===== src/rtl/in_ram_packer_pkg.sv =====
// Shared constants and state encoding for the matrix input RAM feeder.
// Pure declarations: no logic, no latency, no flow control.
package matrix_pkg;

  localparam int DWIDTH = 160;
  localparam int AWIDTH = 6;
  localparam int WORDS  = 64;
  localparam int EWIDTH = 16;
  localparam int ELEMS  = DWIDTH / EWIDTH;
  localparam int KW     = $clog2(ELEMS);

  typedef enum logic [1:0] {
    IDLE  = 2'd0,
    FILL  = 2'd1,
    FLUSH = 2'd2
  } state_e;

endpackage


===== src/rtl/in_ram_packer_if.sv =====
// Element stream in, RAM write port out; slave is the packer, master the producer/RAM side.
// Signal bundle only: no registers and no latency; s_ready is driven by the packer.
interface in_ram_packer_if;
  import matrix_pkg::*;

  logic              s_valid;
  logic              s_ready;
  logic [EWIDTH-1:0] s_data;
  logic              s_last;
  logic              ram_wen;
  logic [AWIDTH-1:0] ram_waddr;
  logic [DWIDTH-1:0] ram_wdat;

  modport slave (
    input  s_valid, s_data, s_last,
    output s_ready, ram_wen, ram_waddr, ram_wdat
  );

  modport master (
    output s_valid, s_data, s_last,
    input  s_ready, ram_wen, ram_waddr, ram_wdat
  );

endinterface


===== src/rtl/in_ram_packer.sv =====
// Packs 16-bit elements ten per word into sequential RAM writes, 1 cycle handshake-to-write.
// s_ready is high only while filling; frame_done pulses one cycle after the final write.
module in_ram_packer
  import matrix_pkg::*;
(
  input  logic              clk,
  input  logic              rst_n,
  input  logic              start,
  in_ram_packer_if.slave    bus,
  output logic              busy,
  output logic              frame_done,
  output logic [AWIDTH:0]   words_written
);

  state_e            state_q, state_d;
  logic [KW-1:0]     k_q;
  logic [AWIDTH:0]   addr_q;
  logic [DWIDTH-1:0] pack_q;
  logic [DWIDTH-1:0] pack_merged;
  logic              ram_wen_q;
  logic [AWIDTH-1:0] ram_waddr_q;
  logic [DWIDTH-1:0] ram_wdat_q;
  logic              frame_done_q;

  logic accept;
  logic word_done;
  logic frame_end;

  assign bus.s_ready   = (state_q == FILL);
  assign bus.ram_wen   = ram_wen_q;
  assign bus.ram_waddr = ram_waddr_q;
  assign bus.ram_wdat  = ram_wdat_q;
  assign busy          = (state_q != IDLE);
  assign frame_done    = frame_done_q;
  // The address counter doubles as the word count: both clear on start and step per write.
  assign words_written = addr_q;

  assign accept    = bus.s_valid && bus.s_ready;
  assign word_done = accept && ((k_q == KW'(ELEMS - 1)) || bus.s_last);
  assign frame_end = word_done && (bus.s_last || (addr_q == (AWIDTH + 1)'(WORDS - 1)));

  always_comb begin
    pack_merged = pack_q;
    pack_merged[int'(k_q) * EWIDTH +: EWIDTH] = bus.s_data;
  end

  always_comb begin
    state_d = state_q;
    case (state_q)
      IDLE:    if (start) state_d = FILL;
      FILL:    if (frame_end) state_d = FLUSH;
      FLUSH:   state_d = IDLE;
      default: state_d = IDLE;
    endcase
  end

  always_ff @(posedge clk or negedge rst_n) begin
    if (!rst_n) begin
      state_q <= IDLE;
    end else begin
      state_q <= state_d;
    end
  end

  always_ff @(posedge clk or negedge rst_n) begin
    if (!rst_n) begin
      k_q          <= '0;
      addr_q       <= '0;
      pack_q       <= '0;
      ram_wen_q    <= 1'b0;
      ram_waddr_q  <= '0;
      ram_wdat_q   <= '0;
      frame_done_q <= 1'b0;
    end else begin
      ram_wen_q    <= 1'b0;
      frame_done_q <= (state_q == FLUSH);
      if (state_q == IDLE && start) begin
        k_q    <= '0;
        addr_q <= '0;
        pack_q <= '0;
      end else if (word_done) begin
        // Unused slots stay zero because pack_q is cleared after every write.
        ram_wen_q   <= 1'b1;
        ram_waddr_q <= addr_q[AWIDTH-1:0];
        ram_wdat_q  <= pack_merged;
        addr_q      <= addr_q + (AWIDTH + 1)'(1);
        k_q         <= '0;
        pack_q      <= '0;
      end else if (accept) begin
        pack_q <= pack_merged;
        k_q    <= k_q + KW'(1);
      end
    end
  end

endmodule


===== src/flat_wrapper.sv =====
// flat-port wrapper written by rule: the top's interface ports become plain ports
module in_ram_packer_flat import matrix_pkg::*;
  (clk, rst_n, start, busy, frame_done, words_written, bus_s_valid, bus_s_data, bus_s_last, bus_s_ready, bus_ram_wen, bus_ram_waddr, bus_ram_wdat);
  in_ram_packer_if bus_i ();
  input  logic clk;
  input  logic rst_n;
  input  logic start;
  output logic busy;
  output logic frame_done;
  output logic [AWIDTH:0] words_written;
  input wire logic [$bits(bus_i.s_valid)-1:0] bus_s_valid;
  input wire logic [$bits(bus_i.s_data)-1:0] bus_s_data;
  input wire logic [$bits(bus_i.s_last)-1:0] bus_s_last;
  output wire logic [$bits(bus_i.s_ready)-1:0] bus_s_ready;
  output wire logic [$bits(bus_i.ram_wen)-1:0] bus_ram_wen;
  output wire logic [$bits(bus_i.ram_waddr)-1:0] bus_ram_waddr;
  output wire logic [$bits(bus_i.ram_wdat)-1:0] bus_ram_wdat;
  assign bus_i.s_valid = bus_s_valid;
  assign bus_i.s_data = bus_s_data;
  assign bus_i.s_last = bus_s_last;
  assign bus_s_ready = bus_i.s_ready;
  assign bus_ram_wen = bus_i.ram_wen;
  assign bus_ram_waddr = bus_i.ram_waddr;
  assign bus_ram_wdat = bus_i.ram_wdat;
  in_ram_packer u_core (.clk(clk), .rst_n(rst_n), .start(start), .bus(bus_i), .busy(busy), .frame_done(frame_done), .words_written(words_written));
endmodule

===== config.mk =====
export PLATFORM = sky130hd
export DESIGN_NAME = in_ram_packer_flat
export DESIGN_NICKNAME = d
export VERILOG_FILES = /design/src/rtl/in_ram_packer_pkg.sv /design/src/rtl/in_ram_packer_if.sv /design/src/rtl/in_ram_packer.sv /design/src/flat_wrapper.sv
export SDC_FILE = /design/constraint.sdc
export NUM_CORES = 1
export LEC_CHECK = 0
export ABC_AREA = 1
export CAP_MARGIN = 20
export CORE_MARGIN = 2
export CORE_UTILIZATION = 56
export CTS_CLUSTER_SIZE = 25
export DETAILED_ROUTE_END_ITERATION = 6
export GPL_TIMING_DRIVEN = 0
export PLACE_DENSITY = 0.86
export SETUP_SLACK_MARGIN = 0.2
export SLEW_MARGIN = 20
export SYNTH_ARGS = -nofsm -noshare
export SYNTH_HDL_FRONTEND = slang
export SYNTH_SLANG_ARGS = --single-unit

===== constraint.sdc =====
create_clock -name clk -period 2.7 [get_ports clk]
set_clock_uncertainty 0.15 [all_clocks]
set_input_delay 0.54 -clock clk [delete_from_list [all_inputs] [get_ports clk]]
set_output_delay 0.54 -clock clk [all_outputs]
set_load 0.03 [all_outputs]

==> metrics.csv, run 1 <==
metric,value,unit
maxCapViolations,0,
async_flop_share,1.00,
start_kind,flop,
dp_hpwl,34200,µm
clock_latency,0.54,ns
grt_max_degree,101,
cts_root_buf,clkbuf_16,
synth_ff_type,dfrtp_1,
fin_nets,2262,
grt_usage,0.334,
setup_viol,0,
fin_setup_tns,0,ns
crit_chain,buf_6 -> inv_1 -> buf_6 -> ha_4 -> nand2_1 -> nor2_2 -> nand3_2 -> clkinvlp_4 -> buf_4 -> buf_4 -> nand4_1 -> nand3_1 -> nand2_1,
globalplace.congestion,1.03,
grt_pass1_wl,75900,µm
synthCells,1970,
drt-pass1-iter-count,7,
grt_pass1_vias,14400,
drive_above_1_share,0.112,
crit_fanout,6,
arrival,2.85,ns
remaining_drc_errors,0,
hold_path_class,reg -> reg,
core_area,27600,µm²
slew_headroom,0.546,
die_h,171,µm
fp-row-count,61,
drv_slew,0,
multi_input_comb_area,6160,µm²
yosysWarnings,0,
synth_seq_cells,341,
rsz0062_at_grt,no,
ir_drop,0.726,mV
nFillCells,2029,
fmax,386,MHz
crit_type,reg -> reg,
cts_buffers,36,
pre_cts_ws,-0.398,ns
ant_nets,0,
worst_pin_slew,0.681,ns
hold_violations,0,
required,2.95,ns
die_w,171,µm
yosysUniqueCellTypes,26,
netlist_area,15600,µm²
seq_area,8530,µm²
synthToLayoutAreaGrowth,28.4,%
dp.cells,2548,
antenna_cells,0,
cts_tree,done,
end_kind,flop,
fin_crit_sh,0.960,
period_needed,2.59,ns
io_buffers,197,
fin_ws,0.109,ns
path_clk_slew,0.06,ns
clock_sinks,341,
via_per_inst,5.76,
final_util,0.725,
grt-ovfl-total,0,
ioPinCount,198,
wl,49300,µm
slowest_stage,dfrtp_1,
die_area,29200,µm²
p_leak,0.00997,µW
postSynthAreaPerCell,7.92,µm²
wire_per_inst,18.7,µm
grt_antenna_before_repair,0,
initial_utilization,0.565,
vias,15200,
layout.cells.non_filler,2639,
power.density,1300,nW/µm²
synth_nets,1998,
drtIter0Drc,1846,
critPathMaxStageDelay,0.43,ns
synth-edff-count,0,
yosysSeqAreaShare,0.547,
htree_levels,2,
cts.path.max_buffers,3,
status,completed,
routing by layer:
| layer | part of all wire | up-vias | track usage |
|---|---|---|---|
| li1 | - | 6859 | - |
| met1 | 0.41 | 7299 | 0.463 |
| met2 | 0.46 | 845 | 0.527 |
| met3 | 0.085 | 197 | 0.0560 |
| met4 | 0.047 | 2 | 0.135 |
| met5 | 0.00093 | - | 0.0122 |
state kept, by name, summed over array words and instances, names as in the netlist:
register,flops
u_core.bus.ram_wdat,160
u_core.state_q,2
u_core.words_written,7
u_core.k_q,4
u_core.bus.ram_waddr,6
u_core.bus.ram_wen,1
u_core.pack_q,160
u_core.frame_done,1
where the power goes:
group	switching [µW]	internal (µW)	total, µW
logic	8880	4370	13300
registers	1030	6810	7840
clock network	2150	2900	5050
total	12100	14100	26100
final timing paths:
check	startpoint	endpoint	slack (ns)	depth (start not counted)
min in group asynchronous	rst_n	u_core.pack_q[150]$_DFFE_PN0P_	0.39	2
hold reg to reg	u_core.state_q[0]$_DFFE_PN0P_	u_core.frame_done$_DFF_PN0_	0.31	1
max in group asynchronous	rst_n	u_core.pack_q[99]$_DFFE_PN0P_	0.72	4
setup / recovery	u_core.k_q[0]$_DFFE_PN0P_	u_core.bus.ram_wdat[2]$_DFFE_PN0P_	0.11	13
hold / removal	u_core.state_q[0]$_DFFE_PN0P_	u_core.frame_done$_DFF_PN0_	0.31	1
setup reg to reg	u_core.k_q[0]$_DFFE_PN0P_	u_core.bus.ram_wdat[2]$_DFFE_PN0P_	0.11	13
what timing repair did:
item | 4_1_cts | 5_1_grt
cloned | 0 | 2
hold endpoints to repair | 52 | 0
buffers inserted | 8 | 15
endpoints found under the setup margin | 326 | 329
hold buffers | 1 | 0
gates resized for setup | 94 | 133
pin swaps | 4 | 9
worst max-delay path: cells and delay by family (launching register included):
family                   cells  cell delay [ns]
adder cells (fa/ha/maj)      1             0.22
buffers and inverters        6             0.89
flip-flops                   1             0.43
AND/OR/NAND/NOR              6             0.76
Yosys cell counts (2+ instances only):
library cell	count	share of area
a21oi_1	6	0.0019
buf_1	9	0.0022
buf_2	52	0.017
buf_4	3	0.0014
clkbuf_1	60	0.014
clkinv_1	2	0.00048
dfrtp_1	341	0.55
ha_1	7	0.0056
inv_1	159	0.038
inv_2	5	0.0012
nand2_1	738	0.18
nand3_1	280	0.090
nand3_2	2	0.0013
nand4_1	18	0.0072
nor2_1	30	0.0072
nor3_1	2	0.00064
o21a_1	2	0.00096
o21ai_0	111	0.036
o21ai_1	118	0.038
o22ai_1	18	0.0072
xor2_1	2	0.0011
kinds of logic (layout without fill, tap and decap cells):
kind of cell / count (synthesis) / after routing / synth area share
xor+xnor: 4 / 4 / 0.00393
compound gates: 255 / 255 / 0.0836
buf+inv: 291 / 582 / 0.0750
fa+ha+maj: 7 / 7 / 0.00561
flops: 341 / 341 / 0.547
simple gates: 1072 / 1072 / 0.285
metrics by stage:
stage | hold WS, ns | instance area [µm²] | total power [µW]
final | 0.311 | 20000 | 26100
after global routing | 0.342 | 20000 | 27400
after CTS | 0.297 | 19600 | 25100
after detailed placement | 0.288 | 18100 | 19300
after global placement | 0.279 | 18000 | 19000
after floorplan | 0.0944 | 15600 | 15000
cell usage in the layout, fill, tap and decap left out, types with 3 or more instances in the layout:
cell type | synthesis | routed
o21ai_2 | 0 | 12
nor2_1 | 30 | 21
a21oi_1 | 6 | 5
ha_1 | 7 | 5
clkbuf_16 | 0 | 36
clkbuf_8 | 0 | 8
clkbuf_1 | 60 | 32
buf_6 | 0 | 13
clkdlybuf4s50_1 | 0 | 195
nand2_2 | 0 | 5
inv_2 | 5 | 13
clkbuf_4 | 0 | 12
dfrtp_1 | 341 | 341
nand3_2 | 2 | 5
o21ai_0 | 111 | 88
nand3_1 | 280 | 272
o22ai_1 | 18 | 18
inv_4 | 0 | 4
nand4_1 | 18 | 18
buf_2 | 52 | 31
o21ai_1 | 118 | 128
buf_16 | 0 | 3
clkinv_2 | 0 | 8
nand2_1 | 738 | 731
inv_1 | 159 | 145
clkbuf_2 | 1 | 23
nor2_2 | 1 | 4
clkinvlp_4 | 0 | 5
nor2_4 | 1 | 7
nand3_4 | 0 | 5
buf_4 | 3 | 39
final cells by class:
| type | count | share of cell area |
|---|---|---|
| buffer | 125 | 0.0368 |
| clock buffer | 47 | 0.0510 |
| clock inverter | 18 | 0.00924 |
| inverter | 166 | 0.0326 |
| multi-input combinational | 1338 | 0.308 |
| sequential | 341 | 0.426 |
| tap | 378 | 0.0236 |
| timing repair buffer | 226 | 0.113 |
Power figures use the tool's default switching activity.
==> inputs of run 2 (changes only) <==
CORE_MARGIN = 1   (was 2)
HOLD_SLACK_MARGIN = 0.08   (was default)
==> metrics.csv, run 2 (same netlist as run 1, synthesis figures left out) <==
metric,value,unit,change
arrival,2.71,ns,-0.14 ns
drtIter0Drc,1775,,-3.8%
worst_pin_slew,0.579,ns,-0.102 ns
clock_sinks,341,,unchanged
hold_violations,0,,unchanged
hold_path_class,reg -> reg,,
holdPathEnd,u_core.frame_done$_DFF_PN0_,,
layout_common_cells,"734 x nand2_1, 341 x dfrtp_1, 275 x nand3_1, 195 x clkdlybuf4s50_1, 145 x inv_1",,
fin_crit_sh,0.914,,-0.0457
crit_fanout,10,,+4
r2r_start,u_core.k_q[0]$_DFFE_PN0P_,,
grt-ovfl-total,0,,unchanged
maxCapViolations,0,,unchanged
start_kind,flop,,
cts_root_buf,clkbuf_16,,
die_h,169,µm,-1.2%
grt_antenna_before_repair,0,,unchanged
die_w,169,µm,-1.2%
cts_buffers,36,,unchanged
clock_latency,0.53,ns,about the same
grt_max_degree,83,,-18%
period_needed,2.47,ns,-0.123 ns
reg2reg_to,u_core.pack_q[31]$_DFFE_PN0P_,,
fp-row-count,60,,-1.6%
grt_usage,0.346,,+0.0123
htree_levels,2,,unchanged
slew_headroom,0.614,,+0.0680
path_clk_slew,0.06,ns,about the same
io_buffers,197,,unchanged
holdCritStartpoint,u_core.state_q[0]$_DFFE_PN0P_,,
p_seq_frac,0.302,,+0.002
required,2.94,ns,about the same
cpMostUsedCell,buf_6,,
drv_slew,0,,unchanged
crit_chain,buf_6 -> inv_1 -> buf_6 -> ha_4 -> xnor2_4 -> nand3_1 -> clkbuf_2 -> o21ai_1 -> o22ai_1,,
fmax,405,MHz,+5.0%
power.density,1300,nW/µm²,-0.12%
rsz0062_at_grt,yes,,
setup_viol,0,,unchanged
die_area,28500,µm²,-2.3%
ioPinCount,198,,unchanged
critPathMaxStageDelay,0.40,ns,-0.03 ns
grt_pass1_wl,76900,µm,+1.3%
grt_pass1_vias,14700,,+2.5%
core_area,27200,µm²,-1.6%
hold-path-cell-count,1,,unchanged
drive_above_1_share,0.103,,-0.00853
final_common_cell,nand2_1,,
wl,48900,µm,-0.78%
slowest_stage,dfrtp_1,,
remaining_drc_errors,0,,unchanged
via_per_inst,5.80,,+0.65%
fin_nets,2258,,-0.18%
crit_type,reg -> reg,,
switching_share,0.458,,-0.00358
drt-pass1-iter-count,6,,-1
vias,15200,,+0.15%
globalplace.congestion,1.05,,+1.6%
final_util,0.734,,+0.00849
ir_drop,0.944,mV,+30%
p_leak,0.00994,µW,-0.35%
p_sw,11900,µW,-1.4%
wire_per_inst,18.6,µm,-0.29%
antenna_cells,0,,unchanged
ant_nets,0,,unchanged
clockPowerShare,0.196,,+0.003
initial_utilization,0.574,,+0.00941
cts_tree,done,,
ff2ff_setup_slack,0.23,ns,+0.12 ns
power_frac_comb,0.502,,-0.005
cts.path.max_buffers,3,,unchanged
ff2ff_path_depth,9,,-4
status,completed,,
dp_hpwl,34300,µm,+0.19%
end_kind,flop,,
synthToLayoutAreaGrowth,27.8,%,
power.internal,14100,µW,about the same
fin_setup_tns,0,ns,unchanged
run 2: changes by cell type in the layout (fill, tap and decap cells not counted), moves of 5 or more:
cell,change
clkbuf_1,+5
clkbuf_2,+8
buf_6,-7
o21ai_1,-8
clkinv_2,-5
o21ai_0,+9
run 2: repair_timing:
item                                    CTS  global route
gates cloned                              0             1
hold buffers                              1             0
hold endpoints to repair                 48             0
setup buffers                             8            11
endpoints found under the setup margin  327           323
pin swaps                                 4             7
gates resized for setup                  81           113
run 2: power by group through the flow:
stage / Clock (µW) / Combinational (µW) / Sequential, µW
final: 5100 / 13000 / 7840
after global routing: 5300 / 14000 / 7990
after CTS: 5100 / 12200 / 7800
after detailed placement: 0 / 11500 / 7850
after global placement: 0 / 11200 / 7820
after floorplan: 0 / 5630 / 9370
run 2: per-stage QoR:
stage / area [µm²] / setup WS [ns] / instances / hold slack [ns] / total power (µW)
after floorplan: 15600 / 0.260 / 1970 / 0.0944 / 15000
after global placement: 18000 / -13.36 / 2539 / 0.277 / 19000
after detailed placement: 18200 / -0.496 / 2543 / 0.294 / 19400
after CTS: 19600 / 0.190 / 2614 / 0.303 / 25100
after global routing: 19900 / 0.129 / 2626 / 0.329 / 27300
final: 19900 / 0.232 / 2626 / 0.303 / 26000
run 2: worst max-delay path by stage:
stage	slack, ns	start	cells past startpoint	endpoint
detailed placement	-0.50	u_core.k_q[0]$_DFFE_PN0P_	12	u_core.bus.ram_wdat[62]$_DFFE_PN0P_
floorplan	0.26	u_core.k_q[0]$_DFFE_PN0P_	10	u_core.bus.ram_wdat[10]$_DFFE_PN0P_
global route	0.13	u_core.k_q[0]$_DFFE_PN0P_	13	u_core.bus.ram_wdat[95]$_DFFE_PN0P_
finish	0.23	u_core.k_q[0]$_DFFE_PN0P_	9	u_core.pack_q[31]$_DFFE_PN0P_
CTS	0.19	u_core.k_q[0]$_DFFE_PN0P_	12	u_core.bus.ram_wdat[135]$_DFFE_PN0P_
global placement	-13.36	rst_n	1	u_core.bus.ram_wdat[75]$_DFFE_PN0P_
run 2: layer usage:
metal  track usage  vias to the layer above  part of all wire
li1              -                     6836                 -
met4         0.175                        0             0.053
met3        0.0636                      207             0.093
met5             0                        -                 0
met2         0.549                      866              0.47
met1         0.459                     7316              0.39
run 2: worst max-delay path: cells and delay by family, from the launching register on:
| family | cells | cell delay (ns) |
|---|---|---|
| compound gates | 2 | 0.43 |
| xor+xnor | 1 | 0.24 |
| fa+ha+maj | 1 | 0.20 |
| buf+inv | 4 | 0.65 |
| flops | 1 | 0.40 |
| simple gates | 1 | 0.26 |
run 2: area by class of cell:
type	instances	area, µm²
Timing Repair Buffer	222	2260
Inverter	166	651
Fill cell	1948	7240
Buffer	125	703
Multi-Input combinational cell	1338	6120
Clock buffer	49	1000
Sequential cell	341	8530
Tap cell	372	465
Clock inverter	13	208
==> patch, RTL diff (settings of run 1) <==
Re-encode `state_e` (3 states) as one-hot, 3 bits wide.
--- a/src/rtl/in_ram_packer_pkg.sv
+++ b/src/rtl/in_ram_packer_pkg.sv
@@ -9,10 +9,10 @@
   localparam int ELEMS  = DWIDTH / EWIDTH;
   localparam int KW     = $clog2(ELEMS);
 
-  typedef enum logic [1:0] {
-    IDLE  = 2'd0,
-    FILL  = 2'd1,
-    FLUSH = 2'd2
+  typedef enum logic [2:0] {
+    IDLE  = 3'b001,
+    FILL  = 3'b010,
+    FLUSH = 3'b100
   } state_e;
 
 endpackage
Check against the original RTL: no difference found for any inputs over 4 cycles, from zero or initial values and one cycle with rst_n low; so few cycles prove little.
==> patch against run 1 <==
Design area is 0.59% higher. Worst setup slack better by 0.12 ns. Synthesized cell count is 3.7% higher. Highest routed layer unchanged. Wire length is 1.4% higher. Die area is 2.4% higher. Global-route usage is 0.38 points lower. First-iteration DRC count is 22% higher. Area after synthesis is 2.4% higher. Sequential cell count is 1 higher. Sequential share of layout area is 0.11 points lower.
Power is not compared: it rests on default switching activity, and its combinational part moved more than twofold at a synthesized area within 25%.
==> patch: results (changes against run 1) <==
Layout
  – Fill cell count: 2071 (+2.1%)
  – Fin nets: 2330 (+3.0%)
  – Layout cells sized above 1: 0.0948 (-0.0171)
  – Diode count: 0 (unchanged)

Critical path
  – Arrival time worst endpoint: 2.75 ns (-0.10 ns)
  – Delay-heaviest family, CP: buffers and inverters
  – Slowest stage delay, CP: 0.44 ns
  – CP Max Fanout: 10 (+4)
  – Slowest-stage cell, CP: dfrtp_1

Clocking
  – H-tree depth: 2 (unchanged)
  – Root buf cell: clkbuf_16
  – Longest Clk Path Bufs: 3 (unchanged)
  – Worst-path clk slew: 0.07 ns
  – TritonCTS Buffers: 36 (unchanged)
  – Worst-Skew Late Latency: 0.52 ns (-0.02 ns)

GRT
  – First-pass GRT wire length: 79100 um (+4.2%)
  – Largest net degree at the start of global routing: 103 (+2.0%)
  – Total track usage: 0.330 (-0.00384)
  – Vias in the first global route: 15227 (+5.9%)
  – Initial antenna violation count: 1 (+1)

Synth
  – Mux cell area share after synthesis: 0 (unchanged)
  – Yosys Warn Count: 0 (unchanged)
  – Synth Area in Compound Gates: 0.0334 (-0.0502)
  – Syn_nets: 2068 (+3.5%)
  – Adder-cell share of the synthesized area: 0.00391 (-0.00170)
  – Top cells by area, synth: dfrtp_1 53%, nand2_1 19%, nand3_1 10%, inv_1 4.2%, nand4_1 2.5%
  – Top cells by count, synth: 825 x nand2_1, 341 x dfrtp_1, 331 x nand3_1
  – Seq/Total Area, Yosys: 0.536 (-0.0114)
  – Async SR Flop Fraction: 1.00 (unchanged)
  – Post-synthesis cell type count: 30 (+15%)
  – XOR/XNOR Fraction of Synth Area: 0.00164 (-0.00229)

Place
  – HPWL Detailed: 34500 um (+0.91%)
  – Number of port buffers: 197 (unchanged)
  – RePlAce Congestion: 0.944 (-8.4%)
  – Place WS: -0.331 ns (+0.0679 ns)

Route
  – DR vias: 15639 (+2.9%)
  – Met3 WL: 5280 um (+25%)
  – Initial DRC count: 2256 (+22%)
  – Top sig layer: met5
  – Post-Route WL: 50000 um (+1.4%)
  – DR WL met2: 22600 um (-0.40%)
  – Wl on met1: 19200 um (-4.2%)
  – Pre-antenna DRT Iters: 6 (-1)

Pwr
  – Static leakage: 10.7 nW
  – Peak supply drop: 0.625 mV

Outcome
  – Status: complete, no violations

Min path
  – HP Class: primary input to asynchronous set/reset pin

Timing
  – Final-report hold violation count: 0 (unchanged)
  – Slew HR: 0.534 (-0.0122)
patch: changes by cell type after synthesis, sizes merged, moves of 2 or more:
cell    before  now
o21a         2    0
ha           7    5
o21ai      229   98
nor2        32   28
inv        164  188
nand4       18   65
nand2      738  831
clkbuf      61   53
nor3         2   19
o22ai       18    2
nand3      282  335
patch: logic make-up after synthesis:
kind of cell | after synthesis
compound gates | 106
xor+xnor | 3
buf+inv | 307
fa+ha+maj | 5
simple gates | 1279
flops | 342
patch: area by class of cell:
| class | count | area, um2 | share of cell area |
|---|---|---|---|
| plain buffers | 118 | 613 | 0.0304 |
| clock buffers | 51 | 1070 | 0.0530 |
| clock inverters | 14 | 160 | 0.00795 |
| inverters | 189 | 714 | 0.0355 |
| multi-input cells | 1393 | 6300 | 0.313 |
| flip-flops and latches | 342 | 8560 | 0.425 |
| well taps | 378 | 473 | 0.0235 |
| repair buffers | 224 | 2260 | 0.112 |
patch: path summary, 6_finish.rpt:
kind	start	end	slack (ns)	cells after the start
worst max-delay path	u_core.k_q[1]	u_core.pack_q[92]	0.23	10
worst min-delay path	rst_n	u_core.pack_q[86]	0.25	2
worst max register to register	u_core.k_q[1]	u_core.pack_q[92]	0.23	10
worst min register to register	u_core.bus.ram_wdat[100]	u_core.bus.ram_wdat[100]	0.33	2
max in group asynchronous	rst_n	u_core.pack_q[104]	1.07	4
min in group clk	u_core.bus.ram_wdat[100]	u_core.bus.ram_wdat[100]	0.33	2
patch: stage by stage:
stage / TNS, ns / util / cells / area [um2]
2_1_floorplan: 0 / - / 2042 / 16000
3_3_place_gp: -4679.49 / 0.660 / 2617 / 18400
3_5_place_dp: -43.17 / 0.664 / 2621 / 18500
4_1_cts: 0 / 0.711 / 2692 / 19900
5_1_grt: 0 / 0.721 / 2709 / 20200
6_report: 0 / 0.721 / 2709 / 20200
patch: power breakdown:
part | internal [W] | switching, W
clock | 0.00306 | 0.00211
combinational | 0.00123 | 0.00284
sequential | 0.00547 | 0.000233
total | 0.00976 | 0.00518
patch: timing repair:
item / in CTS / in global routing
setup buffers: 5 / 17
endpoints found under the hold margin: 202 / 0
pin swaps: 2 / 10
endpoints found under the setup margin: 318 / 267
hold buffers: 1 / 0
resized for setup: 21 / 87
patch: layer usage:
| layer | GRT usage | vias up |
|---|---|---|
| met5 | 0 | - |
| li1 | - | 7052 |
| met3 | 0.0671 | 232 |
| met1 | 0.440 | 7413 |
| met4 | 0.166 | 2 |
| met2 | 0.518 | 940 |
